## src/rtl/sha256_msg_sched_if.sv

```systemverilog
// Block-offer and round-operand bundle between a message source, the
// SHA-256 message scheduler and the compression core.
interface sha256_msg_sched_if;
    logic         blk_valid;
    logic         blk_ready;
    logic [511:0] blk_data;
    logic         load_o;
    logic         wt_valid;
    logic [31:0]  wt_o;
    logic [31:0]  kt_o;
    logic [5:0]   round_o;
    logic         done_o;

    modport master (
        output blk_valid, blk_data,
        input  blk_ready, load_o, wt_valid, wt_o, kt_o, round_o, done_o
    );

    modport slave (
        input  blk_valid, blk_data,
        output blk_ready, load_o, wt_valid, wt_o, kt_o, round_o, done_o
    );
endinterface

```

## src/rtl/sha256_msg_sched.sv

```systemverilog
// SHA-256 message scheduler: captures one 512-bit block, pulses load, then
// streams W_t/K_t for rounds 0..63 from a 16-word sliding window.
module sha256_msg_sched (
    input  logic               clk,
    input  logic               rst,
    sha256_msg_sched_if.slave  bus
);

    typedef enum logic [1:0] {IDLE, LOAD, RUN} state_t;

    localparam logic [31:0] K [64] = '{
        32'h428a2f98, 32'h71374491, 32'hb5c0fbcf, 32'he9b5dba5,
        32'h3956c25b, 32'h59f111f1, 32'h923f82a4, 32'hab1c5ed5,
        32'hd807aa98, 32'h12835b01, 32'h243185be, 32'h550c7dc3,
        32'h72be5d74, 32'h80deb1fe, 32'h9bdc06a7, 32'hc19bf174,
        32'he49b69c1, 32'hefbe4786, 32'h0fc19dc6, 32'h240ca1cc,
        32'h2de92c6f, 32'h4a7484aa, 32'h5cb0a9dc, 32'h76f988da,
        32'h983e5152, 32'ha831c66d, 32'hb00327c8, 32'hbf597fc7,
        32'hc6e00bf3, 32'hd5a79147, 32'h06ca6351, 32'h14292967,
        32'h27b70a85, 32'h2e1b2138, 32'h4d2c6dfc, 32'h53380d13,
        32'h650a7354, 32'h766a0abb, 32'h81c2c92e, 32'h92722c85,
        32'ha2bfe8a1, 32'ha81a664b, 32'hc24b8b70, 32'hc76c51a3,
        32'hd192e819, 32'hd6990624, 32'hf40e3585, 32'h106aa070,
        32'h19a4c116, 32'h1e376c08, 32'h2748774c, 32'h34b0bcb5,
        32'h391c0cb3, 32'h4ed8aa4a, 32'h5b9cca4f, 32'h682e6ff3,
        32'h748f82ee, 32'h78a5636f, 32'h84c87814, 32'h8cc70208,
        32'h90befffa, 32'ha4506ceb, 32'hbef9a3f7, 32'hc67178f2
    };

    function automatic logic [31:0] small_sigma0(input logic [31:0] x);
        return {x[6:0], x[31:7]} ^ {x[17:0], x[31:18]} ^ {3'b000, x[31:3]};
    endfunction

    function automatic logic [31:0] small_sigma1(input logic [31:0] x);
        return {x[16:0], x[31:17]} ^ {x[18:0], x[31:19]} ^ {10'b0, x[31:10]};
    endfunction

    state_t      state;
    logic [31:0] win [16];
    logic [5:0]  rnd;
    logic        ready_r;
    logic        load_r;
    logic        run_r;
    logic        done_r;
    logic [31:0] w_new;
    logic [31:0] w_cur;

    // Rounds 0..15 rotate the captured block through win[0]; by round 16 the
    // window holds W[t-16..t-1] and new words are derived from it.
    always_comb begin
        w_new = small_sigma1(win[14]) + win[9] + small_sigma0(win[1]) + win[0];
        w_cur = (rnd[5:4] == 2'b00) ? win[0] : w_new;
    end

    always_ff @(posedge clk or posedge rst) begin
        if (rst) begin
            state   <= IDLE;
            ready_r <= 1'b1;
            load_r  <= 1'b0;
            run_r   <= 1'b0;
            done_r  <= 1'b0;
            rnd     <= 6'd0;
            for (int i = 0; i < 16; i++) win[i] <= 32'd0;
        end else begin
            load_r <= 1'b0;
            done_r <= 1'b0;
            case (state)
                IDLE: begin
                    if (bus.blk_valid) begin
                        for (int i = 0; i < 16; i++)
                            win[i] <= bus.blk_data[511 - 32*i -: 32];
                        state   <= LOAD;
                        ready_r <= 1'b0;
                        load_r  <= 1'b1;
                    end
                end
                LOAD: begin
                    state <= RUN;
                    run_r <= 1'b1;
                end
                RUN: begin
                    for (int i = 0; i < 15; i++) win[i] <= win[i+1];
                    win[15] <= w_cur;
                    rnd     <= rnd + 6'd1;
                    if (rnd == 6'd63) begin
                        state   <= IDLE;
                        run_r   <= 1'b0;
                        ready_r <= 1'b1;
                        done_r  <= 1'b1;
                    end
                end
                default: begin
                    state   <= IDLE;
                    ready_r <= 1'b1;
                    run_r   <= 1'b0;
                    rnd     <= 6'd0;
                end
            endcase
        end
    end

    assign bus.blk_ready = ready_r;
    assign bus.load_o    = load_r;
    assign bus.wt_valid  = run_r;
    assign bus.done_o    = done_r;
    assign bus.wt_o      = run_r ? w_cur  : 32'd0;
    assign bus.kt_o      = run_r ? K[rnd] : 32'd0;
    assign bus.round_o   = run_r ? rnd    : 6'd0;

endmodule

```

## src/flat_wrapper.sv

```systemverilog
// flat-port wrapper written by rule: the top's interface ports become plain ports
module sha256_msg_sched_flat 
  (clk, rst, bus_blk_valid, bus_blk_data, bus_blk_ready, bus_load_o, bus_wt_valid, bus_wt_o, bus_kt_o, bus_round_o, bus_done_o);
  sha256_msg_sched_if bus_i ();
  input  logic clk;
  input  logic rst;
  input wire logic [$bits(bus_i.blk_valid)-1:0] bus_blk_valid;
  input wire logic [$bits(bus_i.blk_data)-1:0] bus_blk_data;
  output wire logic [$bits(bus_i.blk_ready)-1:0] bus_blk_ready;
  output wire logic [$bits(bus_i.load_o)-1:0] bus_load_o;
  output wire logic [$bits(bus_i.wt_valid)-1:0] bus_wt_valid;
  output wire logic [$bits(bus_i.wt_o)-1:0] bus_wt_o;
  output wire logic [$bits(bus_i.kt_o)-1:0] bus_kt_o;
  output wire logic [$bits(bus_i.round_o)-1:0] bus_round_o;
  output wire logic [$bits(bus_i.done_o)-1:0] bus_done_o;
  assign bus_i.blk_valid = bus_blk_valid;
  assign bus_i.blk_data = bus_blk_data;
  assign bus_blk_ready = bus_i.blk_ready;
  assign bus_load_o = bus_i.load_o;
  assign bus_wt_valid = bus_i.wt_valid;
  assign bus_wt_o = bus_i.wt_o;
  assign bus_kt_o = bus_i.kt_o;
  assign bus_round_o = bus_i.round_o;
  assign bus_done_o = bus_i.done_o;
  sha256_msg_sched u_core (.clk(clk), .rst(rst), .bus(bus_i));
endmodule
```

## config.mk

```make
export PLATFORM = sky130hd
export DESIGN_NAME = sha256_msg_sched_flat
export DESIGN_NICKNAME = d
export VERILOG_FILES = /design/src/rtl/sha256_msg_sched_if.sv /design/src/rtl/sha256_msg_sched.sv /design/src/flat_wrapper.sv
export SDC_FILE = /design/constraint.sdc
export NUM_CORES = 2
export LEC_CHECK = 0
export CORE_MARGIN = 4
export CORE_UTILIZATION = 40
export CTS_CLUSTER_DIAMETER = 200
export DETAILED_ROUTE_END_ITERATION = 6
export PLACE_DENSITY = 0.62
export RECOVER_POWER = 100
export SYNTH_ARGS = -nofsm -noshare
export SYNTH_HDL_FRONTEND = slang
export SYNTH_SLANG_ARGS = --single-unit
```

## constraint.sdc

```tcl
create_clock -name clk -period 29.1 [get_ports clk]
set_clock_uncertainty 0.1 [all_clocks]
set_input_delay 5.82 -clock clk [delete_from_list [all_inputs] [get_ports clk]]
set_output_delay 5.82 -clock clk [all_outputs]
set_load 0.01 [all_outputs]
```

==> summary.txt <==
Synthesis
  • Dominant cells by area after synthesis: dfrtp_1 42%, nand2_1 13%, a31oi_1 9.9%
  • Mean Syn Cell Area: 7.76 sq um
  • Syn nets: 4,660
  • Cells after synthesis: 4,034
  • Synth area leader: dfrtp_1
  • Yosys warns: 0
  • Netlist cell types: 79
  • FF+latch count, synth: 524
  • Mapped cell area: 31,300 sq um
  • Sequential share of the synthesized area: 41.9%
  • Yosys top cell area share: 41.8%
  • Main synth FF type: dfrtp_1
  • Async S/R FF share, synth: 100%
  • Number of flops mapped to enable cells by yosys: 0

Critical path
  • Reg-to-reg slack, setup: 14.96 ns
  • FF-to-FF Start: u_core.state[1]$_DFFE_PP0P_
  • R2R depth: 7
  • Critical path launch point type: input pin
  • Critical path class: in2reg
  • CP arrival: 19.44 ns
  • Critical path peak fanout: 143
  • CP Capture Type: register
  • Critical Path RT: 29.47 ns
  • Reg-to-Reg End: u_core.win[63]$_DFFE_PP0P_
  • Worst Setup SP: bus_blk_valid

Global route
  • First-pass GRT wire length: 195,000 microns
  • Largest net degree at the start of global routing: 244
  • Initial antenna violation count: 21
  • Number of global-route vias before repair: 29,200
  • Overall Global Routing Usage: 31.3%
  • GRT Residual Overflow: 0

Drt
  • Vias: 30,800
  • Post-route ant nets: 0
  • Routed len/inst: 24.7 microns
  • Initial DRT Pass Iterations: 5
  • Vias/cell: 5.63
  • Post-route DRC violation count: 0
  • Final WL: 135,000 microns
  • Drt first-iter violations: 3,595

Status
  • Failing checks: capacitance limit, slew limit
  • Outcome: complete, but fails checks

STA
  • Max frequency: 52.4 MHz
  • Part of the cycle the worst path needs: 65.6%
  • Setup TNS: 0 ns
  • Worst-Margin Slew: 8.78 ns
  • Number of setup violations in the final report: 0
  • Fin crit period: 19.08 ns
  • Pins Over Slew Limit: 1,442
  • RSZ-0062 raised after global routing: no
  • Final hold vios: 0
  • Max-Slew Margin vs Limit: -485%

Die
  • Row Count: 102
  • Starting Density: 40.4%
  • Core ar.: 77,600 sq um
  • Die W: 288 microns
  • Chip height: 288 microns
  • Die Area: 82,800 sq um
  • I/O pin total: 589

Clocking
  • CTS Buffer Depth: 3
  • Clk sinks: 524
  • CTS tree: built
  • Post-CTS Setup Repair Bufs: 0
  • Post-CTS sizing: 0
  • Skew-Pair Late Insertion Delay: 0.65 ns
  • TritonCTS buffer count: 58
  • Hold_buf cts: 0
  • Root buffer cell: clkbuf_16
  • H-tree Lvls: 2
  • Worst-path clk slew: 0.06 ns

Place
  • PortBufs: 588
  • HPWL after DPL: 101,000 microns
  • Placer Congestion: 0.953

Hold path
  • Hold Crit Class: reg2reg
  • Hold worst-path end: u_core.win[22]$_DFFE_PP0P_
  • Hold path depth: 2
  • Hold Crit Start: u_core.win[22]$_DFFE_PP0P_

Layout
  • Fraction of layout cells with a size suffix above 1: 3.42%
  • Layout fillers: 7,696
  • Commonest non-fill, non-tap cells in the layout: 1,101 x nand2_1, 601 x nor2_1, 520 x clkdlybuf4s50_1
  • Final layout net count: 4,992
  • Commonest non-fill, non-tap cell in the layout: nand2_1
  • P&R area growth vs syn: 25.8%

Run
  • Maxcap violations: 18
-- flip-flops by register name, summed over array words and instances, names as in the netlist --
signal,cells
u_core.win,512
u_core.rnd,6
u_core.state,2
u_core.bus.blk_ready,1
u_core.bus.done_o,1
u_core.bus.load_o,1
u_core.bus.wt_valid,1
-- cell type report --
| type | instances | area, sq um | area share [%] |
|---|---|---|---|
| antenna | 13 | 32.5 | 0.0825 |
| clock buffer | 80 | 1660 | 4.22 |
| clock inverter | 30 | 340 | 0.864 |
| inverter | 155 | 584 | 1.48 |
| multi-input combinational | 2999 | 16200 | 41.2 |
| sequential | 524 | 13100 | 33.3 |
| tap | 1040 | 1300 | 3.30 |
| timing repair buffer | 628 | 6130 | 15.6 |
-- synthesized netlist by cell type (6+ instances only) --
cell type and count:
a31oi_1 496, o221ai_1 6, a221oi_1 7, inv_1 151
nand2_1 1102, nor2b_1 7, nand4_1 8, xnor2_1 122
clkbuf_1 327, mux2i_1 13, a222oi_1 7, ha_1 49
a311oi_1 12, dfrtp_1 523, nand2b_1 7, o311ai_0 12
a21o_1 20, a21oi_1 115, fa_1 62, o21ai_0 99
a22oi_1 8, nor3_1 24, and3_1 14, nor3b_1 11
buf_1 20, nor2_1 602, o22ai_1 9, xor2_1 20
o211ai_1 16, a211oi_1 26, nand3_1 30, o31ai_1 6
-- worst max-delay path, stage by stage --
cell and delay, ns:
dlygate4sd3_1 0.59, nand2b_1 0.15, or2_0 2.49, clkinvlp_2 5.23, clkbuf_1 2.14, clkbuf_1 1.83
nand2_1 0.83, a31oi_1 0.15
-- layer usage --
| metal | GRT usage, % | share of wire, % | vias to the layer above |
|---|---|---|---|
| met2 | 50.9 | 47 | 1268 |
| met4 | 8.88 | 3.0 | 16 |
| met3 | 6.29 | 8.0 | 218 |
| met5 | 0 | 0.070 | - |
| li1 | - | - | 14200 |
| met1 | 42.7 | 42 | 15000 |
-- how the worst max path moves through the flow --
stage	to	depth (start not counted)	slack, ns
2_1_floorplan	u_core.bus.done_o$_DFF_PP0_	1	8.54
3_3_place_gp	bus_wt_o[17]	19	17.84
3_5_place_dp	bus_wt_o[17]	19	17.83
4_1_cts	bus_wt_o[17]	19	17.09
5_1_grt	u_core.win[63]$_DFFE_PP0P_	8	8.81
6_report	u_core.win[63]$_DFFE_PP0P_	8	10.02
-- cell families after synthesis --
logic type	share of synthesized area [%]
adder cells (fa/ha/maj)	5.92
multiplexers	0.847
AND/OR/NAND/NOR	22.9
XOR/XNOR	4.02
flip-flops	41.9
buffers and inverters	6.27
AO/OA/AOI/OAI	18.2
-- through the flow --
| stage | util (%) | setup slack, ns | std cells | cell area [sq um] | hold slack [ns] |
|---|---|---|---|---|---|
| floorplan | - | 8.54 | 4034 | 31300 | 0.349 |
| global placement | 48.3 | 17.84 | 5346 | 37500 | 0.385 |
| detailed placement | 48.3 | 17.83 | 5346 | 37500 | 0.381 |
| CTS | 50.9 | 17.09 | 5456 | 39500 | 0.395 |
| global route | 50.8 | 8.81 | 5464 | 39400 | 0.431 |
| finish | 50.8 | 10.02 | 5469 | 39400 | 0.395 |
Power is not shown: default switching activity piles up to over one toggle a cycle in this logic, so the estimate is an artifact.
